<file path="config.mk">
export PLATFORM = sky130hd
export DESIGN_NAME = fp_normalize_round
export DESIGN_NICKNAME = d
export VERILOG_FILES = /design/src/rtl/fp_normalize_round.sv
export SDC_FILE = /design/constraint.sdc
export NUM_CORES = 1
export LEC_CHECK = 0
export CELL_PAD_IN_SITES_DETAIL_PLACEMENT = 0
export CELL_PAD_IN_SITES_GLOBAL_PLACEMENT = 1
export CORE_MARGIN = 2
export CORE_UTILIZATION = 45
export DETAILED_ROUTE_END_ITERATION = 12
export GPL_ROUTABILITY_DRIVEN = 0
export PLACE_DENSITY = 0.93
export SLEW_MARGIN = 0
export SYNTH_ARGS = -nofsm -noshare
export SYNTH_HDL_FRONTEND = slang
export SYNTH_SLANG_ARGS = --single-unit
export TNS_END_PERCENT = 10
</file>
<file path="constraint.sdc">
create_clock -name clk -period 9.55 [get_ports clk]
set_input_delay 1.4325 -clock clk [delete_from_list [all_inputs] [get_ports clk]]
set_output_delay 1.4325 -clock clk [all_outputs]
set_load 0.01 [all_outputs]
</file>
<file path="src/rtl/fp_normalize_round.sv">
// Post-add normalise and round-to-nearest-even stage of the single-precision FP adder.
// Build option: define FP_NORM_FTZ_EN to flush subnormal results to signed zero.
module fp_normalize_round #(
    parameter int SHIFT_STEP = 1
) (
    input  logic        clk,
    input  logic        rst,
    input  logic        in_valid,
    output logic        in_ready,
    input  logic [24:0] mant_sum,
    input  logic        sign_res,
    input  logic [7:0]  exp_in,
    output logic        out_valid,
    input  logic        out_ready,
    output logic [31:0] result,
    output logic        flag_ovf,
    output logic        flag_unf,
    output logic        flag_zero
);

    typedef enum logic [1:0] {S_IDLE, S_NORM, S_ROUND, S_DONE} state_t;

    localparam logic [8:0] STEP9 = 9'(SHIFT_STEP);

    state_t      r_state;
    state_t      w_state_nxt;

    logic [24:0] r_m;
    logic [8:0]  r_e;
    logic        r_s;
    logic        r_g;

    logic [8:0]  w_k;
    logic [24:0] w_m_sh;
    logic [8:0]  w_e_sh;
    logic        w_norm_done;

    logic [24:0] w_m_rnd;
    logic [23:0] w_m_fin;
    logic [8:0]  w_e_fin;
    logic [31:0] w_res;
    logic        w_ovf;
    logic        w_unf;
    logic        w_zero;

    function automatic logic [4:0] lzc24(input logic [23:0] v);
        lzc24 = 5'd24;
        for (int i = 0; i < 24; i++) begin
            if (v[i]) lzc24 = 5'(23 - i);
        end
    endfunction

    // Guard-only ties-to-even: a set guard is an exact half, so round up only if odd.
    function automatic logic [24:0] round_ne(input logic [24:0] m, input logic g);
        round_ne = m + {24'd0, g & m[0]};
    endfunction

    always_ff @(posedge clk) begin
        if (rst) r_state <= S_IDLE;
        else     r_state <= w_state_nxt;
    end

    always_comb begin
        w_state_nxt = r_state;
        case (r_state)
            S_IDLE:  if (in_valid)    w_state_nxt = S_NORM;
            S_NORM:  if (w_norm_done) w_state_nxt = S_ROUND;
            S_ROUND:                  w_state_nxt = S_DONE;
            S_DONE:  if (out_ready)   w_state_nxt = S_IDLE;
            default:                  w_state_nxt = S_IDLE;
        endcase
    end

    always_comb begin
        in_ready  = (r_state == S_IDLE);
        out_valid = (r_state == S_DONE);
    end

    // Left-shift amount is capped by the lead-zero count, the per-cycle step and e-1.
    always_comb begin
        w_k = {4'd0, lzc24(r_m[23:0])};
        if (w_k > STEP9)       w_k = STEP9;
        if (w_k > r_e - 9'd1)  w_k = r_e - 9'd1;
        if (r_m == '0 || r_m[24]) w_k = '0;
        w_m_sh      = r_m << w_k;
        w_e_sh      = r_e - w_k;
        w_norm_done = (r_m == '0) || r_m[24] || w_m_sh[23] || (w_e_sh == 9'd1);
    end

    always_ff @(posedge clk) begin
        case (r_state)
            S_IDLE: begin
                if (in_valid) begin
                    r_m <= mant_sum;
                    r_e <= {1'b0, exp_in};
                    r_s <= sign_res;
                    r_g <= 1'b0;
                end
            end
            S_NORM: begin
                if (r_m[24]) begin
                    r_m <= r_m >> 1;
                    r_g <= r_m[0];
                    r_e <= r_e + 9'd1;
                end else begin
                    r_m <= w_m_sh;
                    r_e <= w_e_sh;
                end
            end
            default: ;
        endcase
    end

    always_comb begin
        w_m_rnd = round_ne(r_m, r_g);
        w_m_fin = w_m_rnd[24] ? w_m_rnd[24:1] : w_m_rnd[23:0];
        w_e_fin = w_m_rnd[24] ? r_e + 9'd1 : r_e;
        w_res   = '0;
        w_ovf   = 1'b0;
        w_unf   = 1'b0;
        w_zero  = 1'b0;
        if (w_m_fin == '0) begin
            w_zero = 1'b1;
        end else if (w_e_fin >= 9'd255) begin
            w_res = {r_s, 8'hFF, 23'h0};
            w_ovf = 1'b1;
        end else if (!w_m_fin[23]) begin
`ifdef FP_NORM_FTZ_EN
            w_res  = {r_s, 31'h0};
            w_unf  = 1'b1;
            w_zero = 1'b1;
`else
            w_res = {r_s, 8'h00, w_m_fin[22:0]};
            w_unf = 1'b1;
`endif
        end else begin
            w_res = {r_s, w_e_fin[7:0], w_m_fin[22:0]};
        end
    end

    // Output registers load on the ROUND->DONE edge and hold through DONE.
    always_ff @(posedge clk) begin
        if (rst) begin
            result    <= '0;
            flag_ovf  <= 1'b0;
            flag_unf  <= 1'b0;
            flag_zero <= 1'b0;
        end else if (r_state == S_ROUND) begin
            result    <= w_res;
            flag_ovf  <= w_ovf;
            flag_unf  <= w_unf;
            flag_zero <= w_zero;
        end
    end

endmodule

</file>
==> results of run 1 <==
-- final cells by class --
type	instances	area, sq um
inverter	35	131
clock inverter	3	15.0
tap	184	230
multi-input combinational	677	4480
fill	1418	6830
sequential	73	1820
timing repair buffer	84	816
clock buffer	13	265
-- logic make-up (layout without fill, tap and decap cells) --
| family | count (synthesis) | after routing |
|---|---|---|
| simple gates | 298 | 298 |
| compound gates | 263 | 263 |
| buf+inv | 116 | 135 |
| flops | 73 | 73 |
| mux | 47 | 47 |
| xor+xnor | 41 | 41 |
| fa+ha+maj | 21 | 21 |
| other cells | 2 | 7 |
-- routing by layer --
layer  vias up  part of all wire, %
li1       3231                    -
met1      3051                   47
met2       334                   43
met3        33                  7.7
met4         0                  2.1
met5         -                    0
-- state kept, by name, summed over array words and instances (netlist names) --
signal / cells
r_state: 2
r_s: 1
result: 32
r_m: 25
flag_ovf: 1
flag_unf: 1
flag_zero: 1
r_g: 1
r_e: 9
-- worst min-delay path by stage --
stage / end / slack (ps) / cells after the start
6_report: flag_unf$_SDFFE_PP0P_ / 450 / 2
2_1_floorplan: flag_unf$_SDFFE_PP0P_ / 470 / 2
3_5_place_dp: flag_ovf$_SDFFE_PP0P_ / 450 / 1
5_1_grt: result[14]$_SDFFE_PP0P_ / 490 / 1
3_3_place_gp: flag_unf$_SDFFE_PP0P_ / 440 / 2
4_1_cts: flag_unf$_SDFFE_PP0P_ / 460 / 2
-- synthesized netlist by cell type, types with 10 or more instances --
cell type and count:
sky130_fd_sc_hd__ha_1 20, sky130_fd_sc_hd__mux2i_1 38, sky130_fd_sc_hd__inv_1 32, sky130_fd_sc_hd__nand3_1 30
sky130_fd_sc_hd__o31ai_1 11, sky130_fd_sc_hd__nor3_1 20, sky130_fd_sc_hd__xor2_1 13, sky130_fd_sc_hd__o21ai_0 71
sky130_fd_sc_hd__dfxtp_1 37, sky130_fd_sc_hd__buf_1 10, sky130_fd_sc_hd__xnor2_1 28, sky130_fd_sc_hd__a21oi_1 43
sky130_fd_sc_hd__buf_2 21, sky130_fd_sc_hd__o211ai_1 11, sky130_fd_sc_hd__a31oi_1 12, sky130_fd_sc_hd__clkbuf_1 47
sky130_fd_sc_hd__nand4_1 24, sky130_fd_sc_hd__nand2_1 91, sky130_fd_sc_hd__nor4_1 13, sky130_fd_sc_hd__a22o_1 23
sky130_fd_sc_hd__and3_1 18, sky130_fd_sc_hd__nor2_1 54, sky130_fd_sc_hd__edfxtp_1 36, sky130_fd_sc_hd__a211oi_1 10
-- report_power, final --
part	switching (mW)	leakage, nW	internal, mW	total (mW)
Combinational	1.04	2.10	0.661	1.70
Sequential	0.269	0.644	0.503	0.772
Clock	0.132	0.142	0.193	0.325
Total	1.44	2.88	1.36	2.80
-- tightest hold or removal path: cells and delay by family (launching register included) --
kind	cells	cell delay, ps
flip-flops	1	310
AO/OA/AOI/OAI	1	50
AND/OR/NAND/NOR	1	50
-- through the flow --
stage | power [mW] | utilization [%] | instance area, sq um | setup slack (ps)
final | 2.80 | 53.2 | 7760 | 3270
after global routing | 3.01 | 53.2 | 7760 | 2670
after CTS | 2.76 | 53.2 | 7760 | 3360
after detailed placement | 2.43 | 51.3 | 7480 | 3380
after global placement | 2.42 | 51.3 | 7480 | 3610
after floorplan | 1.94 | - | 6750 | 4180
==> impl.org, run 1 <==
** Timing
- Hold timing on the final database bottoms out at a slack of 450 ps.
- Final-layout setup total negative slack :: 0 ps
- Timing-limited maximum frequency :: 159 MHz
- Dividing the final minimum period by the clock period gives 65.7%.
- Unrepaired setup endpoints after global routing :: false
- Setup violations remaining at the end of the flow were counted as 0.
- Clock skew on the completed layout was measured at 6.50 ps.
- Final slew viol count :: 0
- The worst path in the final design needs a cycle of 6280 ps, including I/O delays and setup.
- Slew at the pin closest to its max-slew limit :: 1130 ps
- Final hold violation count :: 0
- Worst slew slack as a fraction of its limit :: 24.1%

** Synthesis
- The most used flip-flop cell after synthesis is sky130_fd_sc_hd__dfxtp_1.
- Number of flops mapped to enable cells by yosys :: 36
- After synthesis the netlist holds a flip-flop and latch count of 73.
- Async SR Flop Fraction :: 0%
- Largest area contributor in the netlist :: sky130_fd_sc_hd__edfxtp_1
- Ranked by total cell area, the synthesized netlist is headed by sky130_fd_sc_hd__edfxtp_1, sky130_fd_sc_hd__dfxtp_1, sky130_fd_sc_hd__mux2i_1.
- The Yosys step of the flow raised 0 warnings.
- Fraction of the mapped netlist area in compound gates :: 27.0%
- After synthesis, the largest family of logic cells by area is compound AO/OA/AOI/OAI gates.
- Share of the yosys chip area belonging to registers :: 27.1%
- Fraction of post-synthesis cell area in the top cell type by area :: 16.1%
- The synthesized netlist devotes 22.2% of its cell area to simple gates.
- Distinct cell type count of the synthesized netlist :: 80
- The synthesized netlist occupies a cell area of 6730 sq um.
- Number of standard cells after synthesis :: 861
- Summing the areas of all fa, ha and maj instances in the mapped netlist gives 4.01% of the synthesized area.
- Of the total synthesized cell area, the portion taken by XOR and XNOR cells is 5.33%.
- Average cell area after synthesis :: 7.82 sq um
- Share of cell area taken by muxes after synthesis :: 7.15%

** Floorplanning
- The floorplan step set the die width to 126 um.
- Die boundary height :: 126 um
- IO Count :: 75
- In this run the core area contains 44 standard-cell rows.
- The die covers 16000 sq um.
- Once the floorplan was initialized, standard cells occupied 46.1% of the core.
- Area of the core :: 14600 sq um

** Worst setup path
- Maximum net fanout on the critical path :: 26
- Most frequent CP cell :: sky130_fd_sc_hd__ha_1
- Arrival time reported for the critical path endpoint :: 6550 ps
- Counting cells, the worst reg-to-reg path comes to 22.
- Worst setup path endpoint :: r_state[0]$_SDFFE_PP0P_
- WP buf/inv :: 2
- The most critical setup path has its startpoint at r_e[0]$_DFFE_PP_.
- Critical Path Stages :: 22
- Walking the worst path, the cells encountered are inv_1, ha_1, nand2_1, xor2_1, ha_1, and3_1, a311o_1, a221o_1, or3_1, nor2_2, inv_2, ha_1, o21a_1, o31a_1, o21ai_0, a21boi_0, o21ai_0, nand2b_1, xor2_1, a31oi_1, a222oi_1, mux2i_1.
- Worst setup path class :: flop to flop
- For flop-to-flop paths, the worst setup slack is 3270 ps.
- Reg-to-reg endpoint :: r_state[0]$_SDFFE_PP0P_
- Nature of the critical path endpoint :: flop
- For this design, the slowest cell found on the critical path is sky130_fd_sc_hd__edfxtp_1.
- Startpoint of the lowest-slack register-to-register path :: r_e[0]$_DFFE_PP_
- Peak per-stage delay on the critical path :: 500 ps
- STA classifies the critical path startpoint as a flop.
- Required time reported for the critical path endpoint :: 9830 ps
- Worst path top cell family by delay :: compound AO/OA/AOI/OAI gates

** Flow run
- Max-capacitance violation count :: 0

** Route
- The detailed router placed 6649 vias in this run.
- Dividing the detail-routed via count by the number of cells gives 6.22.
- Detailed Route Iter0 Violations :: 746
- Detailed-route DRC error count :: 0
- After detailed routing, the average wire length per cell comes to 18.6 um.
- The pre-antenna-repair detailed-routing pass consisted of 6 iterations.
- The detail route stage leaves a number of antenna-violating nets equal to 0.
- The routed design has 19.9 mm of wire.

** Final layout
- Most common cell after layout, fill and taps aside :: sky130_fd_sc_hd__nand2_1
- 0 antenna diodes ended up in the layout.
- Leaving out fill and tap cells, the most frequent cells in the layout are sky130_fd_sc_hd__nand2_1, sky130_fd_sc_hd__clkdlybuf4s50_1, sky130_fd_sc_hd__o21ai_0.
- Final Instance Count excl. Fillers :: 1069
- In the final design database the tool counted 939 nets.
- Compared with the post-synthesis result, the final layout area differs by 15.2%.
- The post-route netlist has 7.46% of its cells at a drive strength greater than 1.

** Power
- For this design the ratio of total power to cell area is 361 nW/um^2.
- The analysis attributes to cell leakage a power of 2.88 nW.
- Maximum VDD drop :: 0.000183 V

** Status
- Result of the run :: completed

** Place
- Number of placed instances, taps included :: 1053
- Once detailed placement completed, the half-perimeter wirelength came to 14.6 mm.
- In this run the tool buffered the top-level ports with 74 buffer cells.

** Clocking
- Number of buffers inserted for hold repair after clock tree synthesis :: 0
- TritonCTS built the clock tree.
- Num CTS Buffers :: 9
- The clock drives 73 sinks.
- Setup repair bufs after CTS :: 0
- Number of buffers between clock root and the deepest sink :: 2
- Quantity of gates resized following cts :: 0
- Library cell used as clock root buffer :: sky130_fd_sc_hd__clkbuf_16
- Clock Latency Late Sink :: 350 ps
- Number of H-tree branching levels :: 3
- Clock slew seen by the registers of the worst setup and hold paths :: 60 ps

** Min path
- Hold path startpoint :: flag_unf$_SDFFE_PP0P_
- Type of the worst min-delay path :: flop to flop

** Global routing
- Number of antenna violations at the first check in global routing :: 0
- Routing usage on met1 :: 37.0%
- Most utilized layer in the global route result :: met2
- The first global-routing pass estimated 32.4 mm of wire.
- Met2 Use GR :: 37.3%
- Maximum number of pins on one net before global-route repair :: 67
- The via count of the first global-routing pass is 5991.
- Global routing used 3.84% of the available met3 tracks.
- Global-route usage over all layers :: 24.9%
- After global routing the overflow that remains totals 0.
No activity file was read; power rests on OpenSTA's default activity.
==> inputs of run 2 (changes only) <==
CORE_UTILIZATION = 43   (was 45)
PLACE_DENSITY = 0.9   (was 0.93)
clock period = 6.1 ns   (was 9.55 ns; I/O delays follow)
==> run 2 against run 1 <==
Clock skew up 2.3 ps. Design area increased by 1.6%. Count of clock-buffer cells in the layout down 4. Power grew 59%. Via count increased by 0.20%. Critical endpoint unchanged. Non-clock buffer count rose by 9. Global-route usage fell by 0.68 points. Final cell count rose by 3.4%. Worst hold slack improved by 8.2 ps. Highest routed layer unchanged. Critical path type unchanged. Maximum frequency is 11% higher. Register-to-register slack worse by 2900 ps.
==> impl.org, run 2 (synthesized netlist as in run 1, its figures left out) <==
** Final layout
- Number of inserted diodes :: 0 (unchanged)
- Area growth syn-to-layout :: 17.1%
- Design area :: 7880 sq um (+1.6%)
- result holds more flip-flops than any other register.
- Most common cell after layout, fill and taps aside :: sky130_fd_sc_hd__nand2_1
- Fraction of final layout cells sized beyond drive strength 1 :: 8.72% (+1.3 points)
- The largest registers in the layout are result: 32 flops, r_m: 25 flops, r_e: 9 flops.
- Net count of the finished layout :: 948 (+0.96%)
- The end-of-flow core utilization is 51.7% (-1.5 points).
- The top cell types in the final layout, fill and taps aside, are sky130_fd_sc_hd__nand2_1, sky130_fd_sc_hd__clkdlybuf4s50_1, sky130_fd_sc_hd__o21ai_0.
- The flip-flop count of the largest register after layout was 32 (unchanged).

** Timing
- Worst setup skew after layout :: 8.76 ps (+2.26 ps)
- Slew at the pin closest to its max-slew limit :: 1160 ps (+22.8 ps)
- The headroom to the max-slew limit was 22.9% (-1.2 points).
- Tightest hold margin :: 459 ps (+8.23 ps)
- The final count of negative-setup-slack endpoints came to 0 (unchanged).
- Timing-limited maximum frequency :: 176 MHz (+11%)
- Fraction of the cycle the final worst path needs :: 93.1% (+27 points)
- Final-layout setup total negative slack :: 0 ps (unchanged)
- Final hold violation count :: 0 (unchanged)
- The minimum clock period is 5680 ps (-598 ps).
- Setup repair after global routing left no endpoint under its margin.
- The final number of max-transition violations came to 0 (unchanged).

** Global routing
- The initial antenna violation count was 0 (unchanged).
- Maximum number of pins on one net before global-route repair :: 67 (unchanged)
- Wire length of the first global-routing pass :: 32.1 mm (-0.79%)
- Global-route congestion overflow total :: 0 (unchanged)
- Via count of the first global-routing pass :: 6099 (+1.8%)
- The total routing resource utilization after global routing is 24.3% (-0.68 points).

** Clocking
- Number of buffers between clock root and the deepest sink :: 2 (unchanged)
- TritonCTS Sinks :: 73 (unchanged)
- Clock Latency Late Sink :: 350 ps (about the same)
- CTS tree :: done
- The H-tree depth reported by CTS came to 3 (unchanged).
- The number of buffers inserted during clock tree synthesis was 9 (unchanged).
- Library cell used as clock root buffer :: sky130_fd_sc_hd__clkbuf_16
- Clock slew seen by the registers of the worst setup and hold paths :: 60 ps (about the same)

** Worst setup path
- Maximum net fanout on the critical path :: 14 (-46%)
- The worst path required time was 6380 ps (-3450 ps).
- Critical path startpoint category :: flop
- Worst setup path class :: flop to flop
- Nature of the critical path endpoint :: flop
- The endpoint arrival time on the critical path came to 5960 ps (-590 ps).

** Place
- DPL Wire Length :: 14.6 mm (-0.28%)
- The area after detailed placement is 7570 sq um (+1.3%).
- The count of port buffers added during placement is 74 (unchanged).

** Status
- The flow ran to the end, and the final reports show no timing, DRC or antenna violations.

** Power
- Cell area power density :: 563 nW/um^2 (+56%)
- The clock share of power was 12.3% (+0.7 points).
- Reg power frac :: 26.6% (-1.0 points)
- Design Power :: 4.44 mW (+59%)
- Switching power total :: 2.27 mW (+57%)
- The static power due to leakage was 2.94 nW (+1.8%).
- Net switching fraction of the power :: 51.1% (-0.41 points)
- Combinational fraction of design power :: 61.1% (+0.3 points)
- The internal power came to 2.17 mW (+60%).
- Maximum VDD drop :: 0.000291 V (+59%)

** Floorplanning
- Starting density of the core :: 44.1% (-2.0 points)
- The number of standard-cell rows in the floorplan came to 45 (+2.3%).
- Die footprint :: 16700 sq um (+4.5%)
- Area of the core :: 15300 sq um (+4.6%)
- Width of the die :: 129 um (+2.2%)
- The total I/O pin count is 75 (unchanged).
- The die height was 129 um (+2.2%).

** Route
- The mean number of vias per cell was 6.03 (-3.1%).
- First-pass detailed-route iteration total :: 8 (+2)
- The final routed wirelength across all metal layers is 20.0 mm (+0.31%).
- Detailed Route Iter0 Violations :: 660 (-12%)
- Mean routed wirelength per cell :: 18.1 um (-3.0%)
- The vias after detailed routing was 6662 (+0.20%).
- The antenna violation net count after detailed routing is 0 (unchanged).
- Detailed-route DRC error count :: 0 (unchanged)

** Flow run
- Max-capacitance violation count :: 0 (unchanged)

** Min path
- The tightest min-delay check is of the flop to flop type.
run 2: cell count changes in the layout (fill, tap and decap cells not counted):
cell / before / now
sky130_fd_sc_hd__inv_4: 0 / 1
sky130_fd_sc_hd__a221o_1: 8 / 7
sky130_fd_sc_hd__bufinv_16: 0 / 1
sky130_fd_sc_hd__clkinv_4: 0 / 2
sky130_fd_sc_hd__buf_4: 10 / 19
sky130_fd_sc_hd__clkbuf_4: 1 / 0
sky130_fd_sc_hd__clkbuf_1: 2 / 0
sky130_fd_sc_hd__inv_6: 0 / 2
sky130_fd_sc_hd__clkinv_2: 3 / 1
sky130_fd_sc_hd__clkbuf_16: 10 / 9
sky130_fd_sc_hd__a221o_2: 0 / 1
run 2: path summary, 6_finish.rpt:
kind	startpoint	end	slack [ps]	cells past startpoint
setup / recovery	r_e[0]$_DFFE_PP_	r_state[0]$_SDFFE_PP0P_	420	23
hold / removal	flag_unf$_SDFFE_PP0P_	flag_unf$_SDFFE_PP0P_	460	2
setup reg to reg	r_e[0]$_DFFE_PP_	r_state[0]$_SDFFE_PP0P_	420	23
hold reg to reg	flag_unf$_SDFFE_PP0P_	flag_unf$_SDFFE_PP0P_	460	2
run 2: final cells by class:
cell class,count,area (sq um)
inverter,35,131
clock buffer,9,225
sequential,73,1820
timing repair buffer,93,883
tap,211,264
clock inverter,7,76.3
multi-input combinational,677,4480
fill,1501,7380
run 2: stage by stage:
step | setup WS [ps] | cells
CTS | 306 | 1104
finish | 421 | 1105
global placement | 516 | 1088
floorplan | 727 | 866
global route | 36.2 | 1105
detailed placement | 322 | 1088
run 2: power groups by stage:
stage / clock, mW / sequential [mW] / combinational (mW)
2_1_floorplan: 0 / 0.902 / 2.13
3_3_place_gp: 0 / 1.17 / 2.64
3_5_place_dp: 0 / 1.17 / 2.65
4_1_cts: 0.554 / 1.17 / 2.66
5_1_grt: 0.573 / 1.21 / 2.98
6_report: 0.546 / 1.18 / 2.71
run 2: per-layer routing:
layer	up-vias	routed length, um	GRT usage [%]
li1	3246	-	-
met1	3099	9310	34.9
met2	282	8780	37.0
met3	35	1500	4.54
met4	0	368	7.03
met5	-	0	0
run 2: what timing repair did:
action,CTS,global route
endpoints found under the setup margin,0,2
setup buffers,0,1
hold buffers,0,0
gates resized for setup,0,1
run 2: critical path: stages, from the launching register on:
cell and delay, ps:
sky130_fd_sc_hd__edfxtp_1 500, sky130_fd_sc_hd__inv_1 250, sky130_fd_sc_hd__ha_1 260, sky130_fd_sc_hd__nand2_1 80, sky130_fd_sc_hd__xor2_1 160, sky130_fd_sc_hd__ha_1 300
sky130_fd_sc_hd__and3_1 200, sky130_fd_sc_hd__a311o_1 360, sky130_fd_sc_hd__a221o_2 450, sky130_fd_sc_hd__or3_1 440, sky130_fd_sc_hd__nor2_1 130, sky130_fd_sc_hd__buf_4 160
sky130_fd_sc_hd__inv_1 220, sky130_fd_sc_hd__ha_1 410, sky130_fd_sc_hd__o21a_1 130, sky130_fd_sc_hd__o31a_1 150, sky130_fd_sc_hd__o21ai_0 110, sky130_fd_sc_hd__a21boi_0 240
sky130_fd_sc_hd__a21oi_1 90, sky130_fd_sc_hd__nor3_1 260, sky130_fd_sc_hd__a31oi_1 130, sky130_fd_sc_hd__a222oi_1 220, sky130_fd_sc_hd__buf_4 180, sky130_fd_sc_hd__mux2i_1 180
==> inputs of run 3 (changes only) <==
CORE_UTILIZATION = 40   (was 43)
PLACE_DENSITY = 0.85   (was 0.9)
SETUP_SLACK_MARGIN = 0.3   (was default)
==> run 3 against run 2 <==
Critical path depth increased by 1. Combinational power rose by 3%. Power grew 1.6%. Sequential power hardly changed. Clock skew increased by 0.68 ps. Count of clock-buffer cells in the layout grew 6. Flip-flop and latch count is the same. Register-to-register slack better by 150 ps. Worst setup slack better by 150 ps.
==> impl.org, run 3 (synthesized netlist as in run 1, its figures left out) <==
** Status
- Result of the run :: completed

** Timing
- The final count of negative-setup-slack endpoints was 0 (unchanged).
- Worst setup skew after layout :: 9.44 ps (+0.683 ps)
- The final number of max-transition violations is 0 (unchanged).
- Setup ws final :: 568 ps (+146 ps)
- The final total negative setup slack is 0 ps (unchanged).
- The minimum clock period came to 5530 ps (-146 ps).
- The headroom to the max-slew limit was 21.5% (-1.4 points).
- Unrepaired setup endpoints after global routing :: false
- The share of the cycle needed by the critical path after routing was 90.7% (-2.4 points).
- Timing-limited maximum frequency :: 181 MHz (+2.6%)
- The slew at the pin with the worst max-slew slack came to 1180 ps (+20.6 ps).
- The number of endpoints with negative hold slack in the final report was 0 (unchanged).

** Global routing
- Global-route congestion overflow total :: 0 (unchanged)
- Maximum number of pins on one net before global-route repair :: 53 (-21%)
- The initial antenna violation count came to 0 (unchanged).
- Global-route usage over all layers :: 23.9% (-0.32 points)
- The via count of the first global-routing pass is 6321 (+3.6%).
- The global-route wire length before repair came to 34.2 mm (+6.5%).

** Power
- Reg power frac :: 26.0% (-0.6 points)
- The part of the total power dissipated in combinational logic is 61.9% (+0.8 points).
- Cell area power density :: 567 nW/um^2 (+0.79%)
- The switching power total was 2.30 mW (+1.4%).
- Clk network pwr share :: 12.2% (about the same)
- The internal power is 2.21 mW (+1.8%).
- Net switching fraction of the power :: 51.0% (-0.10 points)
- Design Power :: 4.51 mW (+1.6%)
- Cell leakage power :: 2.96 nW (+0.90%)
- The maximum vdd drop was 0.000209 V (-28%).

** Floorplanning
- The die height is 134 um (+3.6%).
- Width of the die :: 134 um (+3.6%)
- Die footprint :: 17900 sq um (+7.3%)
- The total I/O pin count was 75 (unchanged).
- Area of the core :: 16500 sq um (+8.3%)
- The starting density of the core came to 40.7% (-3.4 points).
- Row count :: 47 (+4.4%)

** Clocking
- The clock-pin slew of the registers on the worst-case setup and hold paths came to 60 ps (about the same).
- Number of H-tree branching levels :: 3 (unchanged)
- The maximum buffer depth of the clock tree is 2 (unchanged).
- The number of buffers added to fix hold violations after cts is 0 (unchanged).
- Clock tree synthesis selected as its root buffer the cell sky130_fd_sc_hd__clkbuf_16.
- Num CTS Buffers :: 9 (unchanged)
- Clock Latency Late Sink :: 350 ps (about the same)
- CTS tree :: done
- The number of clock sinks came to 73 (unchanged).

** Worst setup path
- The critical path in this run is classified as flop to flop.
- Highest-delay cell along the critical path :: sky130_fd_sc_hd__edfxtp_1
- Startpoint of the lowest-slack register-to-register path :: r_e[0]$_DFFE_PP_
- The maximum fanout along the worst path was 14 (unchanged).
- The endpoint arrival time on the critical path came to 5810 ps (-150 ps).
- In this design, the largest share of critical-path delay is due to compound AO/OA/AOI/OAI gates.
- The buffering stage count on the worst path with inverters included was 5 (+1).
- Setup slack of the worst register-to-register path :: 570 ps (+150 ps)
- The cell count along the critical path came to 24 (+4.3%).
- Critical path cell sequence :: inv_2, ha_1, nand2_1, xor2_1, ha_1, and3_1, a311o_1, a221o_1, buf_4, or3_1, nor2_1, buf_4, clkinvlp_4, ha_1, o21a_1, o31a_1, o21ai_1, a21boi_0, a21oi_1, nor3_1, a31oi_1, a222oi_1, buf_4, mux2i_1
- Cells on worst reg2reg path :: 24 (+4.3%)
- STA classifies the critical path startpoint as a flop.
- The longest individual stage delay on the worst path is 500 ps (about the same).
- The endpoint identified for the worst register-to-register timing path is r_state[0]$_SDFFE_PP0P_.
- Required time reported for the critical path endpoint :: 6370 ps (about the same)
- The worst setup path is captured at a flop.

** Route
- The average routed wire per standard cell was 19.0 um (+5.0%).
- Post-route ant nets :: 0 (unchanged)
- Total vias in the final route :: 6728 (+0.99%)
- The final routed wirelength across all metal layers was 21.2 mm (+6.4%).
- Sum of met3 wire segment lengths after detailed routing :: 1.79 mm (+19%)
- Detailed-route DRC error count :: 0 (unchanged)
- The count of routing violations after the opening detailed-route iteration came to 744 (+13%).
- The routed metal-1 wirelength was 9.72 mm (+4.4%).
- The routed length on met2 came to 9.15 mm (+4.2%).
- First-pass detailed-route iteration total :: 7 (-1)
- DR top layer :: met4
- Avg Vias per Cell :: 6.01 (-0.36%)

** Final layout
- Highest-count cells in the layout ignoring fill and taps :: sky130_fd_sc_hd__nand2_1, sky130_fd_sc_hd__clkdlybuf4s50_1, sky130_fd_sc_hd__o21ai_0
- Flip-flop count of the largest register after layout :: 32 (unchanged)
- Net count of the finished layout :: 954 (+0.63%)
- Number of inserted diodes :: 0 (unchanged)
- The final non-filler cell total came to 1120 (+1.4%).
- The end-of-flow core utilization is 48.1% (-3.6 points).
- The library cell used most frequently in the layout, excluding fill and tap cells, is sky130_fd_sc_hd__nand2_1.
- The largest registers in the layout are result: 32 flops, r_m: 25 flops, r_e: 9 flops.
- The layout cell share with drive strength beyond 1 is 9.11% (+0.39 points).
- Biggest register :: result
- Compared with the post-synthesis result, the final layout area differs by 18.0%.

** Place
- The count of port buffers added during placement is 74 (unchanged).
- The final HPWL from detailed placement came to 15.4 mm (+5.8%).
- The number of cells after detailed placement is 1100 (+1.1%).
- Post-placement worst setup slack :: 341 ps (+19.2 ps)

** Min path
- The startpoint identified for the worst hold timing path is flag_unf$_SDFFE_PP0P_.
- For hold timing, the worst endpoint is flag_unf$_SDFFE_PP0P_.
- The worst hold path belongs to the class flop to flop.
- Worst hold stages :: 2 (unchanged)

** Flow run
- Max-capacitance violation count :: 0 (unchanged)
[run 3: cell types whose count changed in the layout (fill, tap and decap cells not counted), sizes merged]
cell / delta
buf: +6
clkbuf: +6
inv: -4
clkinv: -2
bufinv: -1
clkinvlp: +1
[run 3: worst reg2reg max path, stage by stage, from the launching register on]
cell and delay [ps]:
sky130_fd_sc_hd__edfxtp_1 500, sky130_fd_sc_hd__inv_2 170, sky130_fd_sc_hd__ha_1 240, sky130_fd_sc_hd__nand2_1 90, sky130_fd_sc_hd__xor2_1 160, sky130_fd_sc_hd__ha_1 310
sky130_fd_sc_hd__and3_1 210, sky130_fd_sc_hd__a311o_1 360, sky130_fd_sc_hd__a221o_1 260, sky130_fd_sc_hd__buf_4 190, sky130_fd_sc_hd__or3_1 410, sky130_fd_sc_hd__nor2_1 170
sky130_fd_sc_hd__buf_4 190, sky130_fd_sc_hd__clkinvlp_4 130, sky130_fd_sc_hd__ha_1 340, sky130_fd_sc_hd__o21a_1 130, sky130_fd_sc_hd__o31a_1 160, sky130_fd_sc_hd__o21ai_1 80
sky130_fd_sc_hd__a21boi_0 250, sky130_fd_sc_hd__a21oi_1 90, sky130_fd_sc_hd__nor3_1 260, sky130_fd_sc_hd__a31oi_1 130, sky130_fd_sc_hd__a222oi_1 260, sky130_fd_sc_hd__buf_4 180
sky130_fd_sc_hd__mux2i_1 180
[run 3: cell type report]
class                      count  area, sq um
timing repair buffer          99          928
clock buffer                  15          300
fill                        1642         8580
sequential                    73         1820
multi-input combinational    677         4480
clock inverter                 1         5.00
inverter                      35          138
tap                          220          275
[run 3: routing by layer]
layer / GRT usage [%] / vias to the layer above
met5: 0 / -
met4: 9.34 / 0
met3: 3.92 / 41
met2: 36.0 / 307
met1: 34.2 / 3118
li1: - / 3262
[run 3: how the worst max path moves through the flow]
stage,startpoint,end,slack [ps]
global placement,r_e[0]$_DFFE_PP_,r_state[0]$_SDFFE_PP0P_,600
floorplan,r_e[0]$_DFFE_PP_,r_state[0]$_SDFFE_PP0P_,730
CTS,r_e[0]$_DFFE_PP_,r_state[0]$_SDFFE_PP0P_,320
global route,r_e[0]$_DFFE_PP_,r_state[0]$_SDFFE_PP0P_,220
finish,r_e[0]$_DFFE_PP_,r_state[0]$_SDFFE_PP0P_,570
detailed placement,r_e[0]$_DFFE_PP_,r_state[0]$_SDFFE_PP0P_,340
[run 3: metrics by stage]
| step | hold slack, ps | instance area (sq um) |
|---|---|---|
| 6_report | 443 | 7950 |
| 3_3_place_gp | 435 | 7610 |
| 5_1_grt | 484 | 7950 |
| 4_1_cts | 447 | 7910 |
| 2_1_floorplan | 470 | 6750 |
| 3_5_place_dp | 439 | 7610 |
[run 3: repair_timing]
action	4_1_cts	5_1_grt
pin swaps	1	1
setup endpoints to repair	1	3
setup buffers	0	4
resized for setup	0	5
[run 3: power by group through the flow]
stage	Combinational [mW]	Sequential, mW	Clock (mW)
after global routing	3.07	1.20	0.575
final	2.79	1.17	0.548
after floorplan	2.13	0.902	0
after global placement	2.70	1.16	0
after CTS	2.73	1.16	0.556
after detailed placement	2.71	1.16	0
